`src/rtl/alu_pkg.sv`:
```
// Shared opcodes, FSM encoding and decode helpers for the execute-stage ALU/MDU.
package alu_pkg;

    localparam logic [4:0] MODE_ADD    = 5'd0;
    localparam logic [4:0] MODE_SUB    = 5'd1;
    localparam logic [4:0] MODE_SLL    = 5'd2;
    localparam logic [4:0] MODE_SLT    = 5'd3;
    localparam logic [4:0] MODE_SLTU   = 5'd4;
    localparam logic [4:0] MODE_XOR    = 5'd5;
    localparam logic [4:0] MODE_SRL    = 5'd6;
    localparam logic [4:0] MODE_SRA    = 5'd7;
    localparam logic [4:0] MODE_OR     = 5'd8;
    localparam logic [4:0] MODE_AND    = 5'd9;
    localparam logic [4:0] MODE_MUL    = 5'd16;
    localparam logic [4:0] MODE_MULH   = 5'd17;
    localparam logic [4:0] MODE_MULHSU = 5'd18;
    localparam logic [4:0] MODE_MULHU  = 5'd19;
    localparam logic [4:0] MODE_DIV    = 5'd20;
    localparam logic [4:0] MODE_DIVU   = 5'd21;
    localparam logic [4:0] MODE_REM    = 5'd22;
    localparam logic [4:0] MODE_REMU   = 5'd23;

    typedef enum logic [1:0] {S_IDLE, S_CALC, S_FINAL} state_t;

    // Codes 16..23 are the multi-cycle M extension ops.
    function automatic logic is_mdiv(input logic [4:0] mode);
        return mode[4:3] == 2'b10;
    endfunction

endpackage

```
`src/rtl/mdu_iter.sv`:
```
// Iterative datapath: shift-add multiply (LSB first) or restoring divide, one bit per cycle.
module mdu_iter #(
    parameter int XLEN = 32
) (
    input  logic              i_clk,
    input  logic              i_rst_n,
    input  logic              start,
    input  logic              is_div,
    input  logic [XLEN-1:0]   a_mag,
    input  logic [XLEN-1:0]   b_mag,
    output logic              done,
    output logic [2*XLEN-1:0] acc
);
    localparam int CNT_W = $clog2(XLEN) + 1;

    logic [XLEN-1:0]   opnd;
    logic              div_q;
    logic [CNT_W-1:0]  cnt;
    logic [2*XLEN-1:0] acc_q, acc_nxt;
    logic [2*XLEN:0]   sh;
    logic [XLEN:0]     trial, sum;

    // Divide: acc = {remainder, quotient}; multiply: acc = {partial hi, multiplier shifting out}.
    always_comb begin
        acc_nxt = acc_q;
        sh      = '0;
        trial   = '0;
        sum     = '0;
        if (div_q) begin
            sh    = {acc_q, 1'b0};
            trial = sh[2*XLEN:XLEN] - {1'b0, opnd};
            if (sh[2*XLEN:XLEN] >= {1'b0, opnd})
                acc_nxt = {trial[XLEN-1:0], sh[XLEN-1:1], 1'b1};
            else
                acc_nxt = sh[2*XLEN-1:0];
        end else begin
            sum     = {1'b0, acc_q[2*XLEN-1:XLEN]} + (acc_q[0] ? {1'b0, opnd} : '0);
            acc_nxt = {sum, acc_q[XLEN-1:1]};
        end
    end

    always_ff @(posedge i_clk or negedge i_rst_n) begin
        if (!i_rst_n) begin
            opnd  <= '0;
            div_q <= 1'b0;
            cnt   <= '0;
            acc_q <= '0;
        end else if (start) begin
            opnd  <= is_div ? b_mag : a_mag;
            acc_q <= {{XLEN{1'b0}}, (is_div ? a_mag : b_mag)};
            div_q <= is_div;
            cnt   <= CNT_W'(XLEN);
        end else if (cnt != '0) begin
            acc_q <= acc_nxt;
            cnt   <= cnt - 1'b1;
        end
    end

    assign done = (cnt == CNT_W'(1));
    assign acc  = acc_q;

endmodule

```
`src/rtl/alu_mdu.sv`:
```
// Execute-stage ALU: single-cycle base ops plus an iterative RV32M multiply/divide unit.
module alu_mdu
    import alu_pkg::*;
#(
    parameter int XLEN = 32
) (
    input  logic            i_clk,
    input  logic            i_rst_n,
    input  logic            i_valid,
    input  logic [4:0]      i_mode,
    input  logic [XLEN-1:0] i_a,
    input  logic [XLEN-1:0] i_b,
    output logic [XLEN-1:0] o_result,
    output logic            o_valid,
    output logic            o_stall
);
    localparam int SH_W = $clog2(XLEN);
    localparam logic [XLEN-1:0] MIN_INT = {1'b1, {(XLEN-1){1'b0}}};

    state_t            state, state_nxt;
    logic              accept, m_op, is_div, a_signed, b_signed, a_neg, b_neg;
    logic              div_zero, ovf, early, start, done, neg_flag, neg_q;
    logic [4:0]        mode_q;
    logic [XLEN-1:0]   a_mag, b_mag, base_res, early_res, fin_res, dq;
    logic [2*XLEN-1:0] acc, prod;
    logic [SH_W-1:0]   shamt;

    assign accept = i_valid && (state == S_IDLE);
    assign m_op   = is_mdiv(i_mode);
    assign is_div = i_mode[2];
    assign shamt  = i_b[SH_W-1:0];

    always_comb begin
        base_res = '0;
        case (i_mode)
            MODE_ADD:  base_res = i_a + i_b;
            MODE_SUB:  base_res = i_a - i_b;
            MODE_SLL:  base_res = i_a << shamt;
            MODE_SLT:  base_res = {{(XLEN-1){1'b0}}, $signed(i_a) < $signed(i_b)};
            MODE_SLTU: base_res = {{(XLEN-1){1'b0}}, i_a < i_b};
            MODE_XOR:  base_res = i_a ^ i_b;
            MODE_SRL:  base_res = i_a >> shamt;
            MODE_SRA:  base_res = $unsigned($signed(i_a) >>> shamt);
            MODE_OR:   base_res = i_a | i_b;
            MODE_AND:  base_res = i_a & i_b;
            default:   base_res = '0;
        endcase
    end

    // MULHSU treats B as unsigned; MULHU/DIVU/REMU treat both as unsigned.
    assign a_signed = (i_mode == MODE_MUL) || (i_mode == MODE_MULH) || (i_mode == MODE_MULHSU) ||
                      (i_mode == MODE_DIV) || (i_mode == MODE_REM);
    assign b_signed = (i_mode == MODE_MUL) || (i_mode == MODE_MULH) ||
                      (i_mode == MODE_DIV) || (i_mode == MODE_REM);
    assign a_neg    = a_signed && i_a[XLEN-1];
    assign b_neg    = b_signed && i_b[XLEN-1];
    assign a_mag    = a_neg ? -i_a : i_a;
    assign b_mag    = b_neg ? -i_b : i_b;
    // Remainder follows the dividend's sign; everything else follows the sign product.
    assign neg_flag = (is_div && i_mode[1]) ? a_neg : (a_neg ^ b_neg);

    assign div_zero  = m_op && is_div && (i_b == '0);
    assign ovf       = ((i_mode == MODE_DIV) || (i_mode == MODE_REM)) &&
                       (i_a == MIN_INT) && (i_b == '1);
    assign early     = div_zero || ovf;
    assign early_res = div_zero ? (i_mode[1] ? i_a : '1) : (i_mode[1] ? '0 : MIN_INT);
    assign start     = accept && m_op && !early;

    mdu_iter #(.XLEN(XLEN)) u_iter (
        .i_clk   (i_clk),
        .i_rst_n (i_rst_n),
        .start   (start),
        .is_div  (is_div),
        .a_mag   (a_mag),
        .b_mag   (b_mag),
        .done    (done),
        .acc     (acc)
    );

    always_comb begin
        prod    = neg_q ? -acc : acc;
        dq      = mode_q[1] ? acc[2*XLEN-1:XLEN] : acc[XLEN-1:0];
        fin_res = '0;
        if (mode_q[2])
            fin_res = neg_q ? -dq : dq;
        else
            fin_res = (mode_q[1:0] == 2'b00) ? prod[XLEN-1:0] : prod[2*XLEN-1:XLEN];
    end

    always_comb begin
        state_nxt = state;
        case (state)
            S_IDLE:  if (start) state_nxt = S_CALC;
            S_CALC:  if (done)  state_nxt = S_FINAL;
            S_FINAL: state_nxt = S_IDLE;
            default: state_nxt = S_IDLE;
        endcase
    end

    always_ff @(posedge i_clk or negedge i_rst_n) begin
        if (!i_rst_n) begin
            state    <= S_IDLE;
            o_result <= '0;
            o_valid  <= 1'b0;
            neg_q    <= 1'b0;
            mode_q   <= '0;
        end else begin
            state   <= state_nxt;
            o_valid <= 1'b0;
            if (start) begin
                neg_q  <= neg_flag;
                mode_q <= i_mode;
            end
            if (accept && (!m_op || early)) begin
                o_result <= m_op ? early_res : base_res;
                o_valid  <= 1'b1;
            end else if (state == S_FINAL) begin
                o_result <= fin_res;
                o_valid  <= 1'b1;
            end
        end
    end

    assign o_stall = (state != S_IDLE);

endmodule

```
`config.mk`:
```
export PLATFORM = sky130hd
export DESIGN_NAME = alu_mdu
export DESIGN_NICKNAME = d
export VERILOG_FILES = /design/src/rtl/alu_pkg.sv /design/src/rtl/mdu_iter.sv /design/src/rtl/alu_mdu.sv
export SDC_FILE = /design/constraint.sdc
export NUM_CORES = 1
export LEC_CHECK = 0
export BUFFER_PORTS_ARGS = -buffer_cell sky130_fd_sc_hd__buf_4
export CORE_MARGIN = 8
export CORE_UTILIZATION = 35
export CTS_BUF_LIST = sky130_fd_sc_hd__clkbuf_2
export DETAILED_ROUTE_END_ITERATION = 6
export PLACE_DENSITY = 0.53
export SETUP_SLACK_MARGIN = 0.05
export SYNTH_ARGS = -nofsm -noshare
export SYNTH_HDL_FRONTEND = slang
export SYNTH_SLANG_ARGS = --single-unit
```
`constraint.sdc`:
```
create_clock -name i_clk -period 6.2 [get_ports i_clk]
set_input_delay 0.93 -clock i_clk [delete_from_list [all_inputs] [get_ports i_clk]]
set_output_delay 0.93 -clock i_clk [all_outputs]
set_load 0.005 [all_outputs]
```
======== After elaboration in Yosys (flattened, before gate mapping) ========
Cells that the tools add are included.
word-level totals
  register bits ........................... 142
  latch bits .............................. 0
  memory bits (writable) .................. 0
  ROM bits ................................ 0
  input bits .............................. 72
  output and inout port bits .............. 34
  word-level logic and storage cells ...... 110
  memories kept ........................... 0
operators by class
  $add $sub $neg .......................... 9
  multiply operators ...................... 0
  div/mod/pow operators ................... 0
  order comparisons ....................... 3
  equal/unequal tests ..................... 22
  shifts and indexed selects .............. 3
  muxes and demuxes ....................... 29
  bitwise logic cells ..................... 4
  reductions and logical operators ........ 31
operator list
  kind                    count
  $mux W32                15
  $mux W64                5
  $pmux W32 S10           1
  $neg A32 Y32            3
  $eq A32 B32 Y1 const B  2
  $lt A32 B32 Y1          2
  $neg A64 Y64            1
  $sub A32 B32 Y32        2
  $add A32 B32 Y33        1
  $ge A33 B32 Y1          1
  $add A32 B32 Y32        1
  $and A32 B32 Y32        1
  $logic_not A32 Y1       1
  $or A32 B32 Y32         1
  $shl A32 B5 Y32         1
  $shr A32 B5 Y32         1
  $sshr A32 B5 Y32        1
  $xor A32 B32 Y32        1
  $eq A5 B5 Y1 const B    5
  $eq A5 B3 Y1 const B    4
  $mux W6                 2
  $logic_and A1 B1 Y1     11
  $eq A5 B2 Y1 const B    2
  $eq A5 B4 Y1 const B    2
  17 further kinds        34

======== Longest topological paths before layout ========
Gate-level depths: netlist (run 1).
  depth after elaboration ................. 9
  gate-level depth with buffers ........... 17
  depth with buffers taken out ............ 14

======== Cells and area by module ========
From an unflattened synthesis (run 1), not the netlist that was laid out.
unflattened totals
  cells, all modules ...................... 3284
  area, all modules ....................... 24678.7 um^2
by module, submodules not included
  module    times used  cells an instance  area each (um^2)  seq. area each (um^2)
  alu_mdu   1           2142               15269.6           975.9
  mdu_iter  1           1142               9409.0            2577.5

======== Least setup slack after synthesis (run 1) ========
OpenSTA, ideal clock, no wires.
  path type ............................... in2reg
  from .................................... input port i_b[2]
  to ...................................... register o_result[30]
  library setup time ...................... 0.126 ns
  arrival time ............................ 4.754 ns
  data required time ...................... 6.074 ns
  slack ................................... 1.320 ns
  cell stages on the path ................. 16
  buffers on the path ..................... 4
  cells stage by stage .................... clkbuf_1 -> clkinv_1 -> buf_1 -> buf_1 -> ha_1 -> clkbuf_1 -> nand2b_1 -> a211oi_2 -> o21ai_1 -> o22a_1 -> a311oi_1 -> nor3_1 -> o32ai_1 -> nor2_1 -> o311a_1 -> a221o_1
between the ends
  cells in the longest elaborated chain, start to end .. 6
  elaborated cells between the ends (all ways) .. 17
  those cells by class .................... add/sub (2); eq/ne (1); shift (3); mux (4); reduce/logical (7)
RTL lines
  what                                                      line            RTL
  start: declaration                                        alu_mdu.sv:12   input logic [XLEN-1:0] i_b,
  branches (longest 6 deep; another with $sub A32 B32 Y32)  -
  end signal: assignment                                    alu_mdu.sv:115  o_result <= m_op ? early_res : base_res;
  end signal: assignment                                    alu_mdu.sv:118  o_result <= fin_res;
  end: declaration                                          alu_mdu.sv:13   output logic [XLEN-1:0] o_result,
Parallel ways; which one is timed is not known.
A chain may end at the register's enable or synchronous reset.

======== Final worst setup path (run 1) ========
  from .................................... register u_iter.acc_q[0], in the netlist u_iter.acc[0]
  to ...................................... register u_iter.acc_q[59], in the netlist u_iter.acc[59]
between the ends
  cells in the longest elaborated chain, start to end .. 5
RTL lines
  what                      line            RTL
  start: declaration        mdu_iter.sv:19  logic [2*XLEN-1:0] acc_q, acc_nxt;
  start signal: assignment  mdu_iter.sv:50  acc_q <= {{XLEN{1'b0}}, (is_div ? a_mag : b_mag)};
  start signal: assignment  mdu_iter.sv:54  acc_q <= acc_nxt;
  $mux W32                  mdu_iter.sv:37  sum = {1'b0, acc_q[2*XLEN-1:XLEN]} + (acc_q[0] ? {1'b0, opnd} : '0);
  $add A32 B32 Y33          mdu_iter.sv:37
  $mux W64                  mdu_iter.sv:29  if (div_q) begin
  $mux W64                  mdu_iter.sv:53  end else if (cnt != '0) begin
  $mux W64                  mdu_iter.sv:48  end else if (start) begin
No other way between the ends. The select of a mux whose other input is x is not followed.

==> results.json, run 1 <==
{
  "outcome": "complete, but fails checks",
  "violations": "DRC",
  "drc": 4,
  "power.internal_w": 0.00489,
  "r2r_slack_ns": 1.73,
  "overflow": 0,
  "grt_max_degree": 79,
  "syn_nets": 3540,
  "synth_cell_type_count": 99,
  "place_worst_setup_slack_ns": 1.11,
  "hpwl_mm": 88.6,
  "hold_class": "primary input to flip-flop",
  "r2r_start": "u_iter.acc[0]",
  "power.leakage_nw": 10.3,
  "place_area_um2": 25200,
  "p_comb_share_pct": 73.2,
  "rows": 96,
  "yosysWarnings": 0,
  "first_iter_violations": 3685,
  "p_per_area_nw_per_um2": 442,
  "end_kind": "flip-flop",
  "synth-seq-cells": 141,
  "fin_util_pct": 37.3,
  "grt_use_total_pct": 28.2,
  "fin_cells": 4084,
  "final_nets": 3433,
  "clk_latency_ns": 0.87,
  "grt_pass1_vias": 24200,
  "synth_top_area_share_pct": 14.7,
  "post-synth-top-area-cell": "dfrtp_1",
  "r2r_end": "u_iter.acc[59]",
  "grt_pass1_wl_mm": 168,
  "synth_edf_count": 0,
  "setup_violations": 0,
  "tightest_slew_ns": 1.13,
  "swShare_pct": 56.5,
  "maxSlewViolCount": 0,
  "yosys_most_used_dff": "dfrtp_1",
  "clockRootBuffer": "clkbuf_2",
  "synth_common_cells": "nor2_1 (346), a21oi_1 (299), o21ai_0 (289)",
  "reg2regPathDepth": 14,
  "clock.fmax_mhz": 224,
  "numPortBuffers": 105,
  "hold_depth": 3,
  "period_share_pct": 72.0,
  "routed_wl_mm": 115,
  "slew_headroom_pct": 24.7,
  "worstHoldStart": "i_mode[0]",
  "fin_ws_ns": 1.73,
  "min_to": "mode_q[0]",
  "ios": 106,
  "start_util_pct": 35.2,
  "wl_per_cell_um": 28.2,
  "crit_required_ns": 6.98,
  "vias": 26200,
  "switchingPower_w": 0.00635,
  "routed_via_density": 6.41,
  "p_clk_share_pct": 5.0,
  "skew_ns": 0.0496,
  "async_flop_share_pct": 100,
  "antenna_found_initial": 4,
  "yosysSeqAreaShare_pct": 14.7,
  "power_frac_seq_pct": 21.8,
  "clk_pin_slew_ns": 0.26,
  "yosysMostFrequentCell": "nor2_1",
  "cts.sinks": 141,
  "gp_congestion": 1.06,
  "cts_buffers": 17,
  "area_delta_synth_final_pct": 5.93,
  "ant_nets": 0,
  "cts_resized": 0,
  "synth_area_leaders": "dfrtp_1 (15%), ha_1 (8.9%), a21oi_1 (6.2%)",
  "rsz0062_at_grt": "no",
  "clock_path_buffers": 2,
  "htree_levels": 4,
  "synth_area_um2": 24000,
  "final_cell_area_um2": 25400,
  "vdd_drop_max_mv": 0.260,
  "syn_inst": 3293,
  "die_area_um2": 77300,
  "maxCapViolations": 0,
  "hold_buffers": 1,
  "die_w_um": 278,
  "period_minus_slack_ns": 4.47,
  "fin_tns_setup_ns": 0,
  "critical_path.max_fanout": 31,
  "dp.cells": 4048,
  "synth.avg_cell_area_um2": 7.29,
  "num-fill-cells": 7325,
  "cts_setup_buffers": 0,
  "core_um2": 68200,
  "layout-drive-gt1-share_pct": 10.3,
  "crit_arrival_ns": 5.25,
  "fp.dieH_um": 278,
  "cts_tree": "done",
  "drt_first_pass_iters": 7,
  "hold_viol_final": 0,
  "start_kind": "flip-flop",
  "worst-setup-path-type": "flip-flop to flip-flop"
}
-- critical path, cell delays in order (launching register included) --
cell      delay, ns
dfrtp_1        0.55
clkinv_1       0.18
buf_4          0.39
nor2_1         0.14
fa_1           0.46
a21oi_1        0.33
o211ai_1       0.14
o21ai_0        0.23
o22ai_1        0.26
a211o_1        0.36
a21o_1         0.25
a41oi_1        0.48
xnor2_1        0.19
o221ai_1       0.14
a211oi_1       0.29
-- cells by family after synthesis --
group | count (synthesis) | synth area share, %
AO/OA/AOI/OAI | 1121 | 30.0
XOR/XNOR | 215 | 7.84
AND/OR/NAND/NOR | 1004 | 19.7
adder cells (fa/ha/maj) | 175 | 9.24
flip-flops | 141 | 14.7
buffers and inverters | 443 | 7.39
multiplexers | 194 | 11.1
-- sequential cells by signal, indices dropped and copies added (netlist names) --
register,count
state,2
u_iter.opnd,32
u_iter.cnt,6
mode_q,3
u_iter.acc,64
o_valid,1
o_result,32
neg_q,1
-- placed cells by master (no fill, tap or decap), drive strengths merged, types with 123 or more instances in the layout --
cell type	n
mux2i	123
o21ai	295
nand2	279
buf	164
a21oi	299
dfrtp	141
nor2	346
xnor2	137
ha	171
inv	158
-- worst max path at each step --
stage	start	end	depth (start not counted)
5_1_grt	u_iter.acc[0]	u_iter.acc[59]	14
6_report	u_iter.acc[0]	u_iter.acc[59]	14
4_1_cts	u_iter.acc[0]	u_iter.acc[59]	14
3_3_place_gp	i_b[1]	u_iter.acc[7]	13
2_1_floorplan	i_b[2]	o_result[30]	16
3_5_place_dp	i_b[1]	u_iter.acc[7]	13
-- power groups by stage --
stage	Sequential, W	Combinational (W)	Clock, W
6_report	0.00245	0.00823	0.000558
2_1_floorplan	0.00167	0.00649	0
3_5_place_dp	0.00243	0.00806	0
4_1_cts	0.00241	0.00812	0.000569
5_1_grt	0.00251	0.00900	0.000598
3_3_place_gp	0.00244	0.00809	0
-- final cells by class --
class / count / area (um2) / area share [%]
multi-input cells: 2709 / 18800 / 73.7
flip-flops and latches: 141 / 3540 / 13.9
repair buffers: 165 / 1260 / 4.94
well taps: 882 / 1100 / 4.34
inverters: 152 / 571 / 2.24
clock inverters: 15 / 125 / 0.492
clock buffers: 17 / 85.1 / 0.334
diodes: 3 / 7.51 / 0.0295
-- per-stage QoR --
stage | power [W] | hold WS, ns
global route | 0.0121 | 0.469
global placement | 0.0105 | 0.465
detailed placement | 0.0105 | 0.473
finish | 0.0112 | 0.485
floorplan | 0.00816 | 0.450
CTS | 0.0111 | 0.400
-- per-layer routing --
layer | GRT usage (%) | routed length (um) | vias up
li1 | - | - | 11900
met1 | 38.3 | 48500 | 12600
met2 | 44.4 | 50800 | 1398
met3 | 3.66 | 9510 | 285
met4 | 12.9 | 6240 | 2
met5 | 0 | 13 | -
No activity file was read; power rests on OpenSTA's default activity.
==> run 2, diff against run 1 <==
ABC_AREA = 1   (was not set)
clock period = 4.55 ns   (was 6.2 ns; I/O delays follow)
==> results.json, run 2 <==
{
  "yosysMostFrequentCell": "nand2_1",
  "p_clk_share_pct": 4.3,
  "overflow": 0,
  "synth_cell_type_count": 54,
  "core_um2": 78900,
  "wl_per_cell_um": 26.3,
  "maxCapViolations": 0,
  "skew_ns": 0.0543,
  "fp.dieH_um": 298,
  "cts_setup_buffers": 0,
  "first_iter_violations": 4540,
  "crit_path_cell_trace": "ha_1 -> nand2_1 -> nor2_1 -> nand2_1 -> nor2_1 -> nand2_1 -> nand3_1 -> nand2_1 -> nand2_1 -> inv_1 -> nand2_1 -> nand3_1 -> nand2_1 -> o21ai_0",
  "critical_path.max_fanout": 15,
  "swShare_pct": 64.3,
  "synth_top_area_share_pct": 22.7,
  "synth_compound_area_share_pct": 16.6,
  "rsz0062_at_grt": "no",
  "synth_edf_count": 0,
  "synth.avg_cell_area_um2": 5.34,
  "hpwl_mm": 136,
  "worst-setup-path-type": "flip-flop to flip-flop",
  "vdd_drop_max_mv": 0.313,
  "synth-seq-cells": 141,
  "tightest_slew_ns": 1.32,
  "drc": 0,
  "num-fill-cells": 9202,
  "htree_levels": 4,
  "grt_max_degree": 97,
  "outcome": "finished, final reports clean",
  "grt_pass1_wl_mm": 237,
  "ant_nets": 0,
  "grt_use_total_pct": 35.5,
  "slew_headroom_pct": 12.2,
  "async_flop_share_pct": 100,
  "maxSlewViolCount": 0,
  "final_cell_mix": "nand2_1 (1682), nand3_1 (683), nor2_1 (567)",
  "layout_commonest_cell": "nand2_1",
  "syn_nets": 5457,
  "cts_resized": 0,
  "period_share_pct": 80.5,
  "power.leakage_nw": 15.1,
  "cts_buffers": 17,
  "die_w_um": 298,
  "vias": 36700,
  "yosysWarnings": 0,
  "clock_path_buffers": 2,
  "hold_viol_final": 0,
  "synth-xor-area-share_pct": 2.64,
  "yosysSeqAreaShare_pct": 12.7,
  "hold_class": "primary input to flip-flop",
  "die_area_um2": 88800,
  "rows": 103,
  "largest_reg_flops": 64,
  "clockRootBuffer": "clkbuf_2",
  "power.internal_w": 0.00648,
  "power_frac_seq_pct": 18.1,
  "cts_tree": "done",
  "area_delta_synth_final_pct": 8.05,
  "p_comb_share_pct": 77.6,
  "synth_top_family_by_area": "simple AND/OR/NAND/NOR gates",
  "crit_required_ns": 5.29,
  "layout-drive-gt1-share_pct": 6.25,
  "p_per_area_nw_per_um2": 605,
  "clk_latency_ns": 0.87,
  "start_kind": "flip-flop",
  "post-synth-top-area-cell": "nand2_1",
  "muxShareOfSynthArea_pct": 0.0360,
  "end_kind": "flip-flop",
  "switchingPower_w": 0.0117,
  "fin_ws_ns": 0.886,
  "gp_congestion": 1.07,
  "crit_arrival_ns": 4.40,
  "clock.fmax_mhz": 273,
  "synth_area_leaders": "nand2_1 (23%), dfrtp_1 (13%), nand3_1 (12%)",
  "fin_tns_setup_ns": 0,
  "place_worst_setup_slack_ns": 0.750,
  "synth_area_um2": 27800,
  "start_util_pct": 35.3,
  "yosys_most_used_dff": "dfrtp_1",
  "final_nets": 5482,
  "numPortBuffers": 105,
  "max_stage_delay_ns": 0.72,
  "setup_violations": 0,
  "antenna_found_initial": 2,
  "cts.sinks": 141,
  "routed_via_density": 5.83,
  "grt_pass1_vias": 34400,
  "period_minus_slack_ns": 3.66,
  "critPathSlowestCell": "dfrtp_1",
  "synth-simple-area-share_pct": 48.7,
  "synth_common_cells": "nand2_1 (1682), nand3_1 (683), nor2_1 (569)",
  "fin_util_pct": 38.1,
  "syn_inst": 5210,
  "ios": 106,
  "clk_pin_slew_ns": 0.28,
  "cpMostUsedCell": "nand2_1",
  "routed_wl_mm": 166,
  "hold_buffers": 1,
  "drt_first_pass_iters": 7,
  "synthAdderAreaFrac_pct": 7.98
}
## run 2: cell families after synthesis
family / Yosys count
and+or+nand+nor: 3196
AOI/OAI and AO/OA: 829
buffers and inverters: 784
adders and majority gates: 175
DFF: 141
xor gates and xnor gates: 84
muxes: 1
## run 2: critical path, delay by kind of cell, from the launching register on
kind / cells / cell delay [ns]
adder cells (fa/ha/maj): 1 / 0.53
AND/OR/NAND/NOR: 11 / 1.70
AO/OA/AOI/OAI: 1 / 0.09
flip-flops: 1 / 0.72
buffers and inverters: 1 / 0.47
## run 2: final cells by class
cell class,count,area [um2],area share (%)
Multi-Input combinational cell,4285,21100,70.2
Sequential cell,141,3530,11.8
Inverter,569,2140,7.12
Timing Repair Buffer,221,1730,5.75
Tap cell,1050,1310,4.37
Clock inverter,14,135,0.450
Clock buffer,18,90.1,0.300
Antenna cell,3,7.51,0.0250
## run 2: layer usage
layer  global-route usage, %  routed length [um]
met4                    26.9               15400
met1                    43.8               65400
met2                    55.9               72600
met5                       0                  13
met3                    4.55               12400
## run 2: per-stage QoR
stage / hold slack (ns) / total power [W] / area (um2) / std cells
floorplan: 0.387 / 0.0118 / 27800 / 5210
global placement: 0.422 / 0.0170 / 29800 / 6265
detailed placement: 0.435 / 0.0169 / 29800 / 6265
CTS: 0.0960 / 0.0178 / 30100 / 6298
global route: 0.151 / 0.0196 / 30100 / 6299
finish: 0.167 / 0.0182 / 30100 / 6301
## run 2: final timing paths
path | slack [ns] | startpoint | end | cells past startpoint
setup / recovery | 0.89 | u_iter.acc[48] | u_iter.acc[63] | 14
hold / removal | 0.17 | i_b[31] | u_iter.opnd[31] | 3
setup reg to reg | 0.89 | u_iter.acc[48] | u_iter.acc[63] | 14
hold reg to reg | 0.46 | state[1] | state[1] | 1
max in group asynchronous | 3.15 | i_rst_n | o_result[15] | 3
min in group asynchronous | 0.43 | i_rst_n | u_iter.acc[58] | 2
## run 2: power groups by stage
stage / sequential [W] / clock, W / combinational [W]
final: 0.00328 / 0.000783 / 0.0141
after global routing: 0.00326 / 0.000824 / 0.0155
after floorplan: 0.00244 / 0 / 0.00937
after CTS: 0.00321 / 0.000785 / 0.0138
after global placement: 0.00327 / 0 / 0.0137
after detailed placement: 0.00324 / 0 / 0.0137
